===== config.mk =====
export PLATFORM = sky130hd
export DESIGN_NAME = l1_mau
export DESIGN_NICKNAME = d
export VERILOG_FILES = /design/src/rtl/l1_mau.sv
export SDC_FILE = /design/constraint.sdc
export NUM_CORES = 1
export LEC_CHECK = 0
export BUFFER_PORTS_ARGS = -buffer_cell sky130_fd_sc_hd__buf_2
export CORE_ASPECT_RATIO = 2
export CORE_MARGIN = 2
export CORE_UTILIZATION = 40
export CTS_CLUSTER_SIZE = 8
export DETAILED_ROUTE_END_ITERATION = 8
export PLACE_DENSITY_LB_ADDON = 0.3
export REMOVE_ABC_BUFFERS = 1
export SYNTH_ARGS = -nofsm -noshare
export SYNTH_HDL_FRONTEND = slang
export SYNTH_SLANG_ARGS = --single-unit

===== constraint.sdc =====
create_clock -name clk -period 4.2 [get_ports clk]
set_input_delay 0.21 -clock clk [delete_from_list [all_inputs] [get_ports clk]]
set_output_delay 0.21 -clock clk [all_outputs]
set_load 0.05 [all_outputs]

===== src/rtl/l1_mau.sv =====
// Memory access unit below the L1D: splits line refills into sequential word reads
// and forwards single-word non-cacheable reads and write-through writes.
module l1_mau #(
    parameter int ADDR_WIDTH = 32,
    parameter int DATA_WIDTH = 32,
    parameter int LINE_SIZE  = 128,
    parameter int BE_WIDTH   = DATA_WIDTH / 8
) (
    input  logic                  clk,
    input  logic                  rst_n,
    input  logic                  mau_req_val,
    input  logic                  mau_req_nc,
    input  logic                  mau_req_we,
    input  logic [ADDR_WIDTH-1:0] mau_req_addr,
    input  logic [DATA_WIDTH-1:0] mau_req_wdata,
    input  logic [BE_WIDTH-1:0]   mau_req_be,
    output logic                  mau_req_ack,
    output logic                  mau_ack_nc,
    output logic                  mau_ack_we,
    output logic [LINE_SIZE-1:0]  mau_ack_data,
    output logic                  mem_req_val,
    output logic                  mem_req_we,
    output logic [ADDR_WIDTH-1:0] mem_req_addr,
    output logic [DATA_WIDTH-1:0] mem_req_wdata,
    output logic [BE_WIDTH-1:0]   mem_req_be,
    input  logic                  mem_req_ack,
    input  logic                  mem_rsp_val,
    input  logic [DATA_WIDTH-1:0] mem_rsp_data
);
    // state   | meaning
    // IDLE    | waiting for an L1D request (ignored for one cycle after DONE)
    // WR      | single-word write presented on the memory bus
    // RD_REQ  | read request (nc word or current refill beat) on the memory bus
    // RD_WAIT | request accepted, waiting for mem_rsp_val
    // DONE    | one-cycle completion pulse to the L1D
    localparam int BEATS    = LINE_SIZE / DATA_WIDTH;
    localparam int BEAT_W   = $clog2(BEATS);
    localparam int OFF_W    = $clog2(BE_WIDTH);
    localparam int LINE_OFF = OFF_W + BEAT_W;

    typedef enum logic [2:0] {IDLE, WR, RD_REQ, RD_WAIT, DONE} state_t;

    state_t                         state;
    logic                           guard;
    logic                           nc_q;
    logic                           we_q;
    logic [ADDR_WIDTH-LINE_OFF-1:0] base_q;
    logic [BEAT_W-1:0]              beat_cnt;
    logic [BEAT_W-1:0]              beat_nxt;
    logic [LINE_SIZE-1:0]           line;
    logic [OFF_W-1:0]               req_off;
    logic [ADDR_WIDTH-1:0]          word_addr;
    logic [ADDR_WIDTH-1:0]          line_addr;

    assign req_off   = mau_req_addr[OFF_W-1:0];
    assign word_addr = {mau_req_addr[ADDR_WIDTH-1:OFF_W], {OFF_W{1'b0}}};
    assign line_addr = {mau_req_addr[ADDR_WIDTH-1:LINE_OFF], {LINE_OFF{1'b0}}};
    assign beat_nxt  = beat_cnt + BEAT_W'(1);

    // line is cleared at capture, so a write completes with all-zero data
    assign mau_ack_nc   = mau_req_ack & nc_q;
    assign mau_ack_we   = mau_req_ack & we_q;
    assign mau_ack_data = mau_req_ack ? line : '0;

    always_ff @(posedge clk or negedge rst_n) begin
        if (!rst_n) begin
            state         <= IDLE;
            guard         <= 1'b0;
            nc_q          <= 1'b0;
            we_q          <= 1'b0;
            base_q        <= '0;
            beat_cnt      <= '0;
            line          <= '0;
            mau_req_ack   <= 1'b0;
            mem_req_val   <= 1'b0;
            mem_req_we    <= 1'b0;
            mem_req_addr  <= '0;
            mem_req_wdata <= '0;
            mem_req_be    <= '0;
        end else begin
            mau_req_ack <= 1'b0;
            case (state)
                IDLE: begin
                    guard <= 1'b0;
                    if (mau_req_val && !guard) begin
                        nc_q        <= mau_req_nc;
                        we_q        <= mau_req_we;
                        base_q      <= mau_req_addr[ADDR_WIDTH-1:LINE_OFF];
                        beat_cnt    <= '0;
                        line        <= '0;
                        mem_req_val <= 1'b1;
                        mem_req_we  <= mau_req_we;
                        if (mau_req_we) begin
                            mem_req_addr  <= word_addr;
                            mem_req_be    <= mau_req_be << req_off;
                            mem_req_wdata <= mau_req_wdata << {req_off, 3'b000};
                            state         <= WR;
                        end else begin
                            mem_req_addr  <= mau_req_nc ? word_addr : line_addr;
                            mem_req_be    <= '1;
                            mem_req_wdata <= '0;
                            state         <= RD_REQ;
                        end
                    end
                end
                WR, RD_REQ: begin
                    if (mem_req_ack) begin
                        mem_req_val   <= 1'b0;
                        mem_req_we    <= 1'b0;
                        mem_req_addr  <= '0;
                        mem_req_wdata <= '0;
                        mem_req_be    <= '0;
                        if (state == WR) begin
                            state       <= DONE;
                            mau_req_ack <= 1'b1;
                        end else begin
                            state <= RD_WAIT;
                        end
                    end
                end
                RD_WAIT: begin
                    if (mem_rsp_val) begin
                        if (nc_q) begin
                            line        <= {mem_rsp_data, {(LINE_SIZE-DATA_WIDTH){1'b0}}};
                            state       <= DONE;
                            mau_req_ack <= 1'b1;
                        end else begin
                            line[int'(beat_cnt)*DATA_WIDTH +: DATA_WIDTH] <= mem_rsp_data;
                            if (&beat_cnt) begin
                                beat_cnt    <= '0;
                                state       <= DONE;
                                mau_req_ack <= 1'b1;
                            end else begin
                                beat_cnt     <= beat_nxt;
                                mem_req_val  <= 1'b1;
                                mem_req_we   <= 1'b0;
                                mem_req_be   <= '1;
                                mem_req_addr <= {base_q, beat_nxt, {OFF_W{1'b0}}};
                                state        <= RD_REQ;
                            end
                        end
                    end
                end
                DONE: begin
                    state <= IDLE;
                    guard <= 1'b1;
                end
                default: state <= IDLE;
            endcase
        end
    end

    // a response with no read outstanding indicates a broken memory model
    assert property (@(posedge clk) disable iff (!rst_n) mem_rsp_val |-> state == RD_WAIT);

endmodule

==> key figures <==
Timing
  – Max frequency: 348 MHz
  – Clock tree skew after final layout: 0.0130 ns
  – Number of max-slew violations in the final report: 0
  – Headroom to the max-slew limit: 0.286
  – Worst-Margin Slew: 1.07 ns
  – Fraction of the cycle the final worst path needs: 0.685
  – Number of endpoints failing setup at the final stage: 0
  – RSZ-0062 raised after global routing: false
  – Sum Neg Setup Slack: 0 ns
  – Tmin final: 2.88 ns
  – Number of failing hold endpoints at the final stage: 0

Drt
  – Final ANT Viol Nets: 0
  – 1st-iter DRT viols: 455
  – Drt wl/cell: 16.9 um
  – Total wire length: 30.3 mm
  – Average via count per standard cell: 5.08
  – First-pass iteration count of the detailed router: 4
  – DRC viols: 0
  – Routed via count: 9,131

Hold path
  – Type of the tightest min-delay check: in -> reg
  – Startpoint of the tightest hold check path: mem_rsp_data[22]

Clocking
  – Total CTS buffers: 35
  – Maximum clock path buffer count: 3
  – CTS root buf: clkbuf_16
  – Sinks on the clock net: 233
  – CTS H-Tree Depth: 2
  – Clock-pin slew on the worst setup and hold paths: 0.05 ns
  – TritonCTS clock tree: yes
  – Clk_lat worst skew: 0.49 ns

Synth
  – Async S/R FF share, synth: 1.00
  – Number of warnings reported in the yosys synthesis log: 0
  – Synthesis-stage register bit count: 233
  – Main synth FF type: dfrtp_1
  – Leading area contributor after synthesis: dfrtp_1
  – Top cells by area, synth: dfrtp_1 53%, nand2_1 8.4%, and2_1 7.4%, o21ai_0 4.9%, mux2_2 3.7%
  – Average footprint of a synthesized cell: 10.1 um2
  – Sequential-to-total area share from yosys stat: 0.525
  – Count of cell types in the netlist: 54
  – Cell count after synthesis: 1,100
  – Number of enable-type register cells in the synthesized netlist: 0
  – Cell area after synthesis: 0.0111 mm2
  – Area share of the largest cell type after synthesis: 0.525

Power
  – Internal Power: 5.80 mW
  – Combinational power share: 0.417
  – Clock network power share: 0.254
  – Share of total power in sequential cells: 0.329
  – Static Leak: 7.33 nW
  – Net Sw Power: 3.99 mW
  – Power density of the placed cells: 674 mW/mm2
  – Maximum ir drop on the vdd rail: 544 uV
  – Net switching share of the total power: 0.408

Global route
  – Pin count of the biggest net entering global routing: 132
  – Via count of the first global-routing pass: 9,246
  – First-pass GRT wire length: 47.9 mm
  – Total gr overflow: 0
  – Total global-route track usage: 0.205
  – Initial antenna violation count: 1

Layout
  – Nets: 1,555
  – Layout area overhead: 30.9%
  – # fillers: 2,488
  – Share of post-route cells with drive strength above 1: 0.302
  – Fin util: 0.530

Setup path
  – Launching point of the worst reg2reg path: state[1]
  – Capturing element type of the critical path: register
  – Endpoint required time on the critical path: 4.59 ns
  – CP startpoint: state[1]
  – Highest fanout seen on the critical path: 31
  – Critical Path Start Type: register
  – Classification of the worst setup path: reg -> reg
  – Data arrival time at the worst-slack endpoint: 3.26 ns

Floorplan
  – Die Wd: 122 um
  – Top Ports: 308
  – Row count: 86
  – Die Span Y: 240 um
  – Initial core utilization: 0.405
  – Total Die Area: 0.0292 mm2
  – Core box area: 0.0274 mm2

Place
  – Sum of net half-perimeters after detailed placement: 19.8 mm
  – Final RePlAce weighted congestion: 0.776
  – Port buffer count: 305

Run status
  – Run status: complete, no violations

Flow run
  – Maximum Capacitance Violations: 0
-- sequential cells by signal (all words and copies together), names as in the netlist --
register and cells:
nc_q 1, mem_req_be 4, mem_req_val 1, mem_req_addr 30
we_q 1, mem_req_we 1, mau_req_ack 1, guard 1
mem_req_wdata 32, base_q 28, state 3, line 128
beat_cnt 2
-- power groups by stage --
| stage | Combinational, mW | Sequential [mW] | Clock, mW |
|---|---|---|---|
| floorplan | 2.04 | 4.05 | 0 |
| detailed placement | 4.08 | 3.25 | 0 |
| global placement | 4.00 | 3.22 | 0 |
| global route | 4.37 | 3.29 | 2.64 |
| CTS | 4.14 | 3.22 | 2.56 |
| finish | 4.09 | 3.22 | 2.49 |
-- critical path: stages (launching register included) --
cell and delay (ns):
dfrtp_1 0.64, nand4bb_1 0.77, nor2_4 0.99, nand2_1 0.14, o21ai_0 0.21
-- timing repair --
action	in CTS	in global routing
hold buffers	69	0
buffers inserted	0	0
setup endpoints to repair	0	0
gates resized for setup	0	0
hold endpoints to repair	241	0
-- metal layers --
| metal | global-route usage | part of all wire | vias to the layer above | wire length, um |
|---|---|---|---|---|
| met5 | 0 | 0 | - | 0 |
| met4 | 0.0933 | 0.038 | 0 | 1170 |
| met3 | 0.0300 | 0.049 | 70 | 1490 |
| met2 | 0.371 | 0.53 | 293 | 16000 |
| met1 | 0.234 | 0.38 | 4399 | 11700 |
| li1 | - | - | 4369 | - |
-- cell type report --
class	count	area, um2	area share
Antenna cell	1	2.50	0.000172
Clock buffer	39	933	0.0642
Clock inverter	1	8.76	0.000603
Inverter	39	146	0.0101
Multi-Input combinational cell	745	4830	0.332
Sequential cell	233	5830	0.401
Tap cell	352	440	0.0303
Timing Repair Buffer	388	2340	0.161
-- metrics by stage --
stage | setup slack, ns | cells | area [um2] | hold slack (ns) | total power, mW
after floorplan | 0.989 | 1017 | 10700 | -0.0856 | 6.09
after global placement | 1.54 | 1688 | 12900 | 0.356 | 7.22
after detailed placement | 1.41 | 1688 | 12900 | 0.363 | 7.32
after CTS | 1.33 | 1797 | 14500 | 0.0110 | 9.92
after global routing | 1.15 | 1798 | 14500 | 0.0318 | 10.3
final | 1.32 | 1798 | 14500 | 0.0377 | 9.79
-- cell families after synthesis --
group	after synthesis	synth area share
AO/OA/AOI/OAI	237	0.148
multiplexers	80	0.0874
XOR/XNOR	1	0.000789
buffers and inverters	123	0.0488
AND/OR/NAND/NOR	419	0.182
other	1	0.000338
flip-flops	233	0.525
adder cells (fa/ha/maj)	6	0.00676
-- cell usage in the layout (no fill, tap or decap), types with 36 or more instances in the layout --
cell / n
nand2_1: 249
o21ai_0: 108
clkbuf_16: 37
dfrtp_1: 232
inv_1: 39
mux2_2: 36
and2_1: 132
dlygate4sd3_1: 69
a22o_1: 46
buf_2: 304
-- cells in the mapped netlist, types with 3 or more instances --
master,instances
a211o_1,8
mux2_4,25
dfrtp_1,233
ha_1,6
a22o_1,46
a32o_1,8
o2bb2ai_1,8
and3_1,5
inv_1,39
buf_4,3
nor2_1,5
nand2b_1,3
nand2_1,249
o22a_1,3
mux2_2,36
mux2i_1,19
buf_1,5
and2_1,132
o21ai_0,108
o221ai_2,4
buf_2,8
nor2b_1,9
clkbuf_1,63
o31ai_1,35
nand3_1,3
-- path summary, 6_finish.rpt --
path / slack [ns] / end / depth (start not counted)
max reg2reg: 1.32 / line[7] / 4
min reg2reg: 0.47 / line[117] / 2
min: 0.04 / line[118] / 3
min in group asynchronous: 0.38 / line[121] / 2
max: 1.32 / line[7] / 4
max in group asynchronous: 2.77 / mem_req_addr[20] / 3
Note: power is estimated with default switching activity, not from simulation.
